--- src/rtl/de_sel_scan_ctrl.sv ---
`default_nettype none
// ============================================================================
// Module   : de_sel_scan_ctrl
// Brief    : Scans a 4-bit channel word onto a 1-to-4 active-low de-selector,
//            holding each channel for DWELL cycles. Optional macro
//            DE_SEL_SKIP_ZERO_EN skips channels whose bit is 0.
// Revision : 1.0
// ============================================================================
module de_sel_scan_ctrl #(
    parameter int DWELL = 4
) (
    input  logic       iCLK,
    input  logic       iRST,
    input  logic       iValid,
    input  logic [3:0] iData,
    output logic       oReady,
    output logic       oC,
    output logic       oS1,
    output logic       oS0,
    output logic       oBusy,
    output logic       oDone
);

    localparam int               c_CW      = (DWELL > 1) ? $clog2(DWELL) : 1;
    localparam logic [c_CW-1:0]  c_CNT_MAX = c_CW'(DWELL - 1);

    typedef enum logic [1:0] {
        ST_IDLE = 2'd0,
        ST_SCAN = 2'd1,
        ST_DONE = 2'd2
    } state_t;

    state_t          r_state, w_nextState;
    logic [3:0]      r_word,  w_nextWord;
    logic [1:0]      r_chan,  w_nextChan;
    logic [c_CW-1:0] r_cnt,   w_nextCnt;
    logic            w_scan;

`ifdef DE_SEL_SKIP_ZERO_EN
    logic [2:0] w_hit;

    // Returns {found, index} of the lowest set bit at or above 'from'.
    function automatic logic [2:0] findSet(input logic [3:0] word, input logic [2:0] from);
        logic [2:0] res;
        res = 3'b000;
        for (int i = 3; i >= 0; i--) begin
            if (word[i] && (3'(i) >= from)) begin
                res = {1'b1, 2'(i)};
            end
        end
        return res;
    endfunction
`endif

    always_comb begin
        w_nextState = r_state;
        w_nextWord  = r_word;
        w_nextChan  = r_chan;
        w_nextCnt   = r_cnt;
`ifdef DE_SEL_SKIP_ZERO_EN
        w_hit       = 3'b000;
`endif
        case (r_state)
            ST_IDLE: begin
                if (iValid) begin
                    w_nextWord = iData;
                    w_nextCnt  = '0;
`ifdef DE_SEL_SKIP_ZERO_EN
                    w_hit = findSet(iData, 3'd0);
                    if (w_hit[2]) begin
                        w_nextState = ST_SCAN;
                        w_nextChan  = w_hit[1:0];
                    end else begin
                        w_nextState = ST_DONE;
                        w_nextChan  = 2'd0;
                    end
`else
                    w_nextState = ST_SCAN;
                    w_nextChan  = 2'd0;
`endif
                end
            end
            ST_SCAN: begin
                if (r_cnt == c_CNT_MAX) begin
                    w_nextCnt = '0;
`ifdef DE_SEL_SKIP_ZERO_EN
                    w_hit = findSet(r_word, {1'b0, r_chan} + 3'd1);
                    if (w_hit[2]) begin
                        w_nextChan = w_hit[1:0];
                    end else begin
                        w_nextState = ST_DONE;
                        w_nextChan  = 2'd0;
                    end
`else
                    if (r_chan == 2'd3) begin
                        w_nextState = ST_DONE;
                        w_nextChan  = 2'd0;
                    end else begin
                        w_nextChan = r_chan + 2'd1;
                    end
`endif
                end else begin
                    w_nextCnt = r_cnt + 1'b1;
                end
            end
            ST_DONE: begin
                w_nextState = ST_IDLE;
                w_nextWord  = 4'd0;
                w_nextChan  = 2'd0;
                w_nextCnt   = '0;
            end
            default: begin
                w_nextState = ST_IDLE;
                w_nextWord  = 4'd0;
                w_nextChan  = 2'd0;
                w_nextCnt   = '0;
            end
        endcase
    end

    assign w_scan = (w_nextState == ST_SCAN);

    // Outputs are registered from next-state values so they line up with the state.
    always_ff @(posedge iCLK) begin
        if (iRST) begin
            r_state <= ST_IDLE;
            r_word  <= 4'd0;
            r_chan  <= 2'd0;
            r_cnt   <= '0;
            oReady  <= 1'b1;
            oC      <= 1'b1;
            oS1     <= 1'b0;
            oS0     <= 1'b0;
            oBusy   <= 1'b0;
            oDone   <= 1'b0;
        end else begin
            r_state <= w_nextState;
            r_word  <= w_nextWord;
            r_chan  <= w_nextChan;
            r_cnt   <= w_nextCnt;
            oReady  <= (w_nextState == ST_IDLE);
            oBusy   <= w_scan;
            oDone   <= (w_nextState == ST_DONE);
            oS1     <= w_scan ? w_nextChan[1] : 1'b0;
            oS0     <= w_scan ? w_nextChan[0] : 1'b0;
            oC      <= w_scan ? ~w_nextWord[w_nextChan] : 1'b1;
        end
    end

endmodule
`default_nettype wire
--- config.mk ---
export PLATFORM = sky130hd
export DESIGN_NAME = de_sel_scan_ctrl
export DESIGN_NICKNAME = d
export VERILOG_FILES = /design/src/rtl/de_sel_scan_ctrl.sv
export SDC_FILE = /design/constraint.sdc
export NUM_CORES = 1
export LEC_CHECK = 0
export ABC_AREA = 1
export ABC_CLOCK_PERIOD_IN_PS = 1500
export CORE_MARGIN = 2
export CORE_UTILIZATION = 49
export CTS_CLUSTER_DIAMETER = 100
export CTS_CLUSTER_SIZE = 20
export DETAILED_ROUTE_END_ITERATION = 8
export HOLD_SLACK_MARGIN = 0.15
export PLACE_DENSITY = 0.73
export SYNTH_ARGS = -nofsm -noshare
export SYNTH_HDL_FRONTEND = slang
export SYNTH_SLANG_ARGS = --single-unit
--- constraint.sdc ---
create_clock -name iCLK -period 1.5 [get_ports iCLK]
set_input_delay 0.15 -clock iCLK [delete_from_list [all_inputs] [get_ports iCLK]]
set_output_delay 0.15 -clock iCLK [all_outputs]
set_load 0.1 [all_outputs]
# After elaboration in Yosys (flattened, before gate mapping)
# Cells that the tools add are included.
[word_totals] register_bits=16 wordCells=39 output_inout_bits=6
[op_classes] bitwise=2 n_reduce_logical=3 eq_ne=6 addsub=2 magnitude_cmp=1 n_mux=15
[ops] operator="$mux W2" count=8
[ops] operator="$pmux W2 S2" count=3
[ops] operator="$pmux W4 S2" count=1
[ops] operator="$eq A2 B2 Y1 const B" count=3
[ops] operator="$add A2 B1 Y2 const B" count=2
[ops] operator="$eq A2 B1 Y1 const B" count=2
[ops] operator="$logic_not A2 Y1" count=2
[ops] operator="$mux W4" count=1
[ops] operator="$lt A2 B3 Y1 const B" count=1
[ops] operator="$bmux W1 S2" count=1
[ops] operator="$ne A2 B2 Y1 const B" count=1
[ops] operator="$not A1 Y1" count=2
[ops] operator="$reduce_or A2 Y1" count=1
[ops] operator="$mux W1" count=1

# Logic depth before layout (Yosys ltp)
[logic_depth] ltp_word=7 mapped_depth=9 mapped_depth_nobuf=9

# Worst setup path after synthesis
# OpenSTA, ideal clock, no wires.
[synth_path] kind="register -> register" start="reg r_cnt[0]" end="reg oC" path_slack_ps=296 setup_time_ps=120 stages_incl_launch_ff=10 n_path_buf=0 synth_period_minus_slack_ps=1204 arrival_ps=1084 cell_sequence="dfxtp_1 -> ha_1 -> nand2_2 -> clkinv_2 -> nor2_2 -> nand2_2 -> nand2_2 -> nand2_1 -> nand3_1 -> nand3_1"
[synth_via] elab_chain_cells=6
[synth_lines] item="start: declaration" line="36" text="logic [c_CW-1:0] r_cnt, w_nextCnt;"
[synth_lines] item="start signal: assignment" line="140" text="r_cnt <= w_nextCnt;"
[synth_lines] item="$eq A2 B2 Y1 (*)" line="84" text="if (r_cnt == c_CNT_MAX) begin"
[synth_lines] item="$mux W2" line="84"
[synth_lines] item="$pmux W2 S2" line="63" text="case (r_state)"
[synth_lines] item="$bmux W1 S2 / $eq A2 B1 Y1 (equally long branches)" line="146, 121"
[synth_lines] item="$mux W1 (not written as such) / $not A1 Y1 (equally long branches)"
[synth_lines] item="$not A1 Y1 / $reduce_or A2 Y1 (equally long branches)"
[synth_lines] item="end signal: assignment" line="146" text="oC <= w_scan ? ~w_nextWord[w_nextChan] : 1'b1;"
[synth_lines] item="end: declaration" line="17" text="output logic oC,"
# Every way passes the cells marked *; elsewhere a longest branch is shown, timed or not. The select of a mux whose other input is x is not followed.
# A chain may end at the register's enable or synchronous reset.

# Worst setup path after layout
# Ends and elaborated chain as after synthesis.

==> impl_metrics.csv <==
group,metric,value,unit
critical_path,cp_slowest_cell,"dfxtp_1",
global_route,grt_util_all_layers,19.3,%
clocking,cts_hold_buffers,0,
timing,worst_pin_slew,281,ps
layout,drive_gt1_share,23.1,%
synthesis,synth-simple-area-share,37.5,%
clocking,post_cts_buffers,0,
timing,fin_setup_tns,0,ps
timing,setup_violations,0,
critical_path,worstSetupStartpointType,"flop",
synthesis,yosysUniqueCellTypes,19,
die,initial_core_util,54.2,%
placement,placed_cells,128,
timing,fin_crit,1300,ps
min_path,min_path_type,"reg -> reg",
synthesis,synth_cells,100,
critical_path,rr_worst_depth,9,
synthesis,ys_warn_count,0,
critical_path,endpoint_kind,"flop",
route,via_per_inst,5.05,
synthesis,avgSynthCellArea,7.23,sq um
global_route,grt_pass1_wl,2530,um
die,dieArea,1800,sq um
global_route,grt_start_max_net_pins,10,
synthesis,yosysTopAreaCellShare,44.3,%
synthesis,synth_seq_cells,16,
synthesis,synth_nets,109,
critical_path,cp.arrival,1490,ps
timing,drv_slew,0,
timing,maxSlewHeadroom,81.1,%
die,io_pins,13,
clocking,cts_sinks,16,
route,dr_total_vias,666,
clocking,cts_resized,0,
layout,stdcell_area,970,sq um
clocking,cts_buffers,3,
global_route,grt_pass1_vias,647,
power_and_ir_drop,power_density,931,nW/um^2
critical_path,rrSetupSlack,200,ps
power_and_ir_drop,peakVddDrop,511,uV
route,first_iter_violations,8,
layout,fin_util,72.7,%
critical_path,crit_end,"oC",
layout,area_growth,34.1,%
synthesis,synth_area_leaders,"dfxtp_1 44%, nand2_1 19%, nand2_2 5.2%",
timing,hold_viol,0,
min_path,hold_path.startpoint,"r_cnt[1]",
layout,layout.nets,127,
critical_path,crit_chain,"ha_1 > nand2_2 > clkinv_2 > nor2_2 > nand2_2 > nand2_2 > nand2_1 > nand3_1 > nand3_1",
die,core,1330,sq um
timing,finalWorstSetupSlack,196,ps
placement,numPortBuffers,12,
clocking,clockBufferDepth,2,
placement,place_ws,84.4,ps
power_and_ir_drop,p_total,0.903,mW
timing,finClkSkew,3.53,ps
clocking,cts_htree_levels,1,
timing,fin_crit_sh,86.9,%
global_route,antenna_found_initial,0,
synthesis,synth-compound-area-share,7.44,%
synthesis,muxShareOfSynthArea,0,%
die,row_count,13,
timing,whs,475,ps
clocking,clk_latency,290,ps
critical_path,r2r-start,"r_cnt[0]",
synthesis,synth-adder-area-share,3.46,%
critical_path,worstSetupPathType,"reg -> reg",
synthesis,synth-xor-area-share,0,%
route,firstDrtPassIters,4,
route,wl,1500,um
global_route,grt_overflow,0,
critical_path,cp.required,1690,ps
placement,dp.final_hpwl,1180,um
route,post_drt_wl_per_cell,11.3,um
route,ant_nets,0,
critical_path,max_stage_delay,330,ps
synthesis,synth-seq-area-share,44.3,%
layout,antenna_cells,0,
synthesis,synth_top_area_cell,"dfxtp_1",
timing,fmax,767,MHz
die,chipWidth,42.4,um
synthesis,synth_area,723,sq um
power_and_ir_drop,leakage,0.449,nW
clocking,path_clk_slew,90,ps
timing,rsz0062_at_grt,"false",
run_status,status,"finished, final reports clean",
synthesis,synth_top_family_by_area,"simple AND/OR/NAND/NOR gates",
die,die_height,42.4,um
clocking,cts-root-buf,"clkbuf_4",
critical_path,critPathMostFrequentCell,"nand2_2",
critical_path,timing.critical_path.fanout_max,6,
flow_run,maxCapViolCount,0,
critical_path,startpoint,"r_cnt[0]",
clocking,cts_tree,"yes",
layout,final_cells,132,
route,drc,0,
placement,gp_congestion,0.828,
placement,postPlaceCellArea,933,sq um
critical_path,rr_endpoint,"oC",
[cells by family after synthesis]
logic type	Yosys count
AND/OR/NAND/NOR	59
flip-flops	16
buffers and inverters	13
AO/OA/AOI/OAI	10
adder cells (fa/ha/maj)	2
[synth_stat cells]
master and instances:
nand2_1 36, dfxtp_1 16, inv_1 8, a21oi_1 6
nand2_2 6, nor2_1 6, nand3_1 5, ha_1 2
inv_2 2, nor2_2 2, nor3_1 2, o21ai_0 2
a21oi_2 1, clkbuf_1 1, clkinv_2 1, inv_4 1
nand3_4 1, nor2_4 1, o21ai_1 1
[worst min path at each step]
stage                to  slack, ps  cells after the start
2_1_floorplan     oBusy        340                      3
3_3_place_gp   r_cnt[1]        450                      2
3_5_place_dp   r_cnt[1]        470                      2
4_1_cts        r_cnt[1]        480                      2
5_1_grt        r_cnt[1]        510                      2
6_report       r_cnt[1]        470                      2
[state kept, by name, indices dropped and copies added (netlist names)]
| name | cells |
|---|---|
| oReady | 1 |
| oS0 | 1 |
| oDone | 1 |
| r_cnt | 2 |
| oS1 | 1 |
| oC | 1 |
| r_word | 4 |
| oBusy | 1 |
| r_chan | 2 |
| r_state | 2 |
[worst max-delay path: cells and delay by family, from the launching register on]
kind                       cells  cell delay [ps]
buffers and inverters          1               60
adders and majority gates      1              270
and+or+nand+nor                7              540
DFF                            1              330
[where the power goes]
part	internal [mW]	switching, mW
clock network	0.148	0.132
logic	0.0626	0.104
registers	0.442	0.0132
total	0.653	0.250
[layout by cell type (no fill, tap or decap), drive strengths merged]
cell type,count
a21oi,7
buf,8
clkbuf,4
clkdlybuf4s50,6
clkinv,1
dfxtp,16
ha,2
inv,11
nand2,42
nand3,6
nor2,9
nor3,2
o21ai,3
[layer usage]
layer | wire length, um | vias up | track usage (%)
li1 | - | 346 | -
met1 | 607 | 300 | 20.1
met2 | 750 | 11 | 32.6
met3 | 75 | 9 | 8.62
met4 | 63 | 0 | 9.38
met5 | 0 | - | 0
[cell type report]
cell class / instances / area, sq um
clock buffer: 4 / 36.3
fill: 115 / 364
inverter: 12 / 48.8
multi-input combinational: 71 / 350
sequential: 16 / 320
tap: 15 / 18.8
timing repair buffer: 14 / 195
Note: power is estimated with default switching activity, not from simulation.
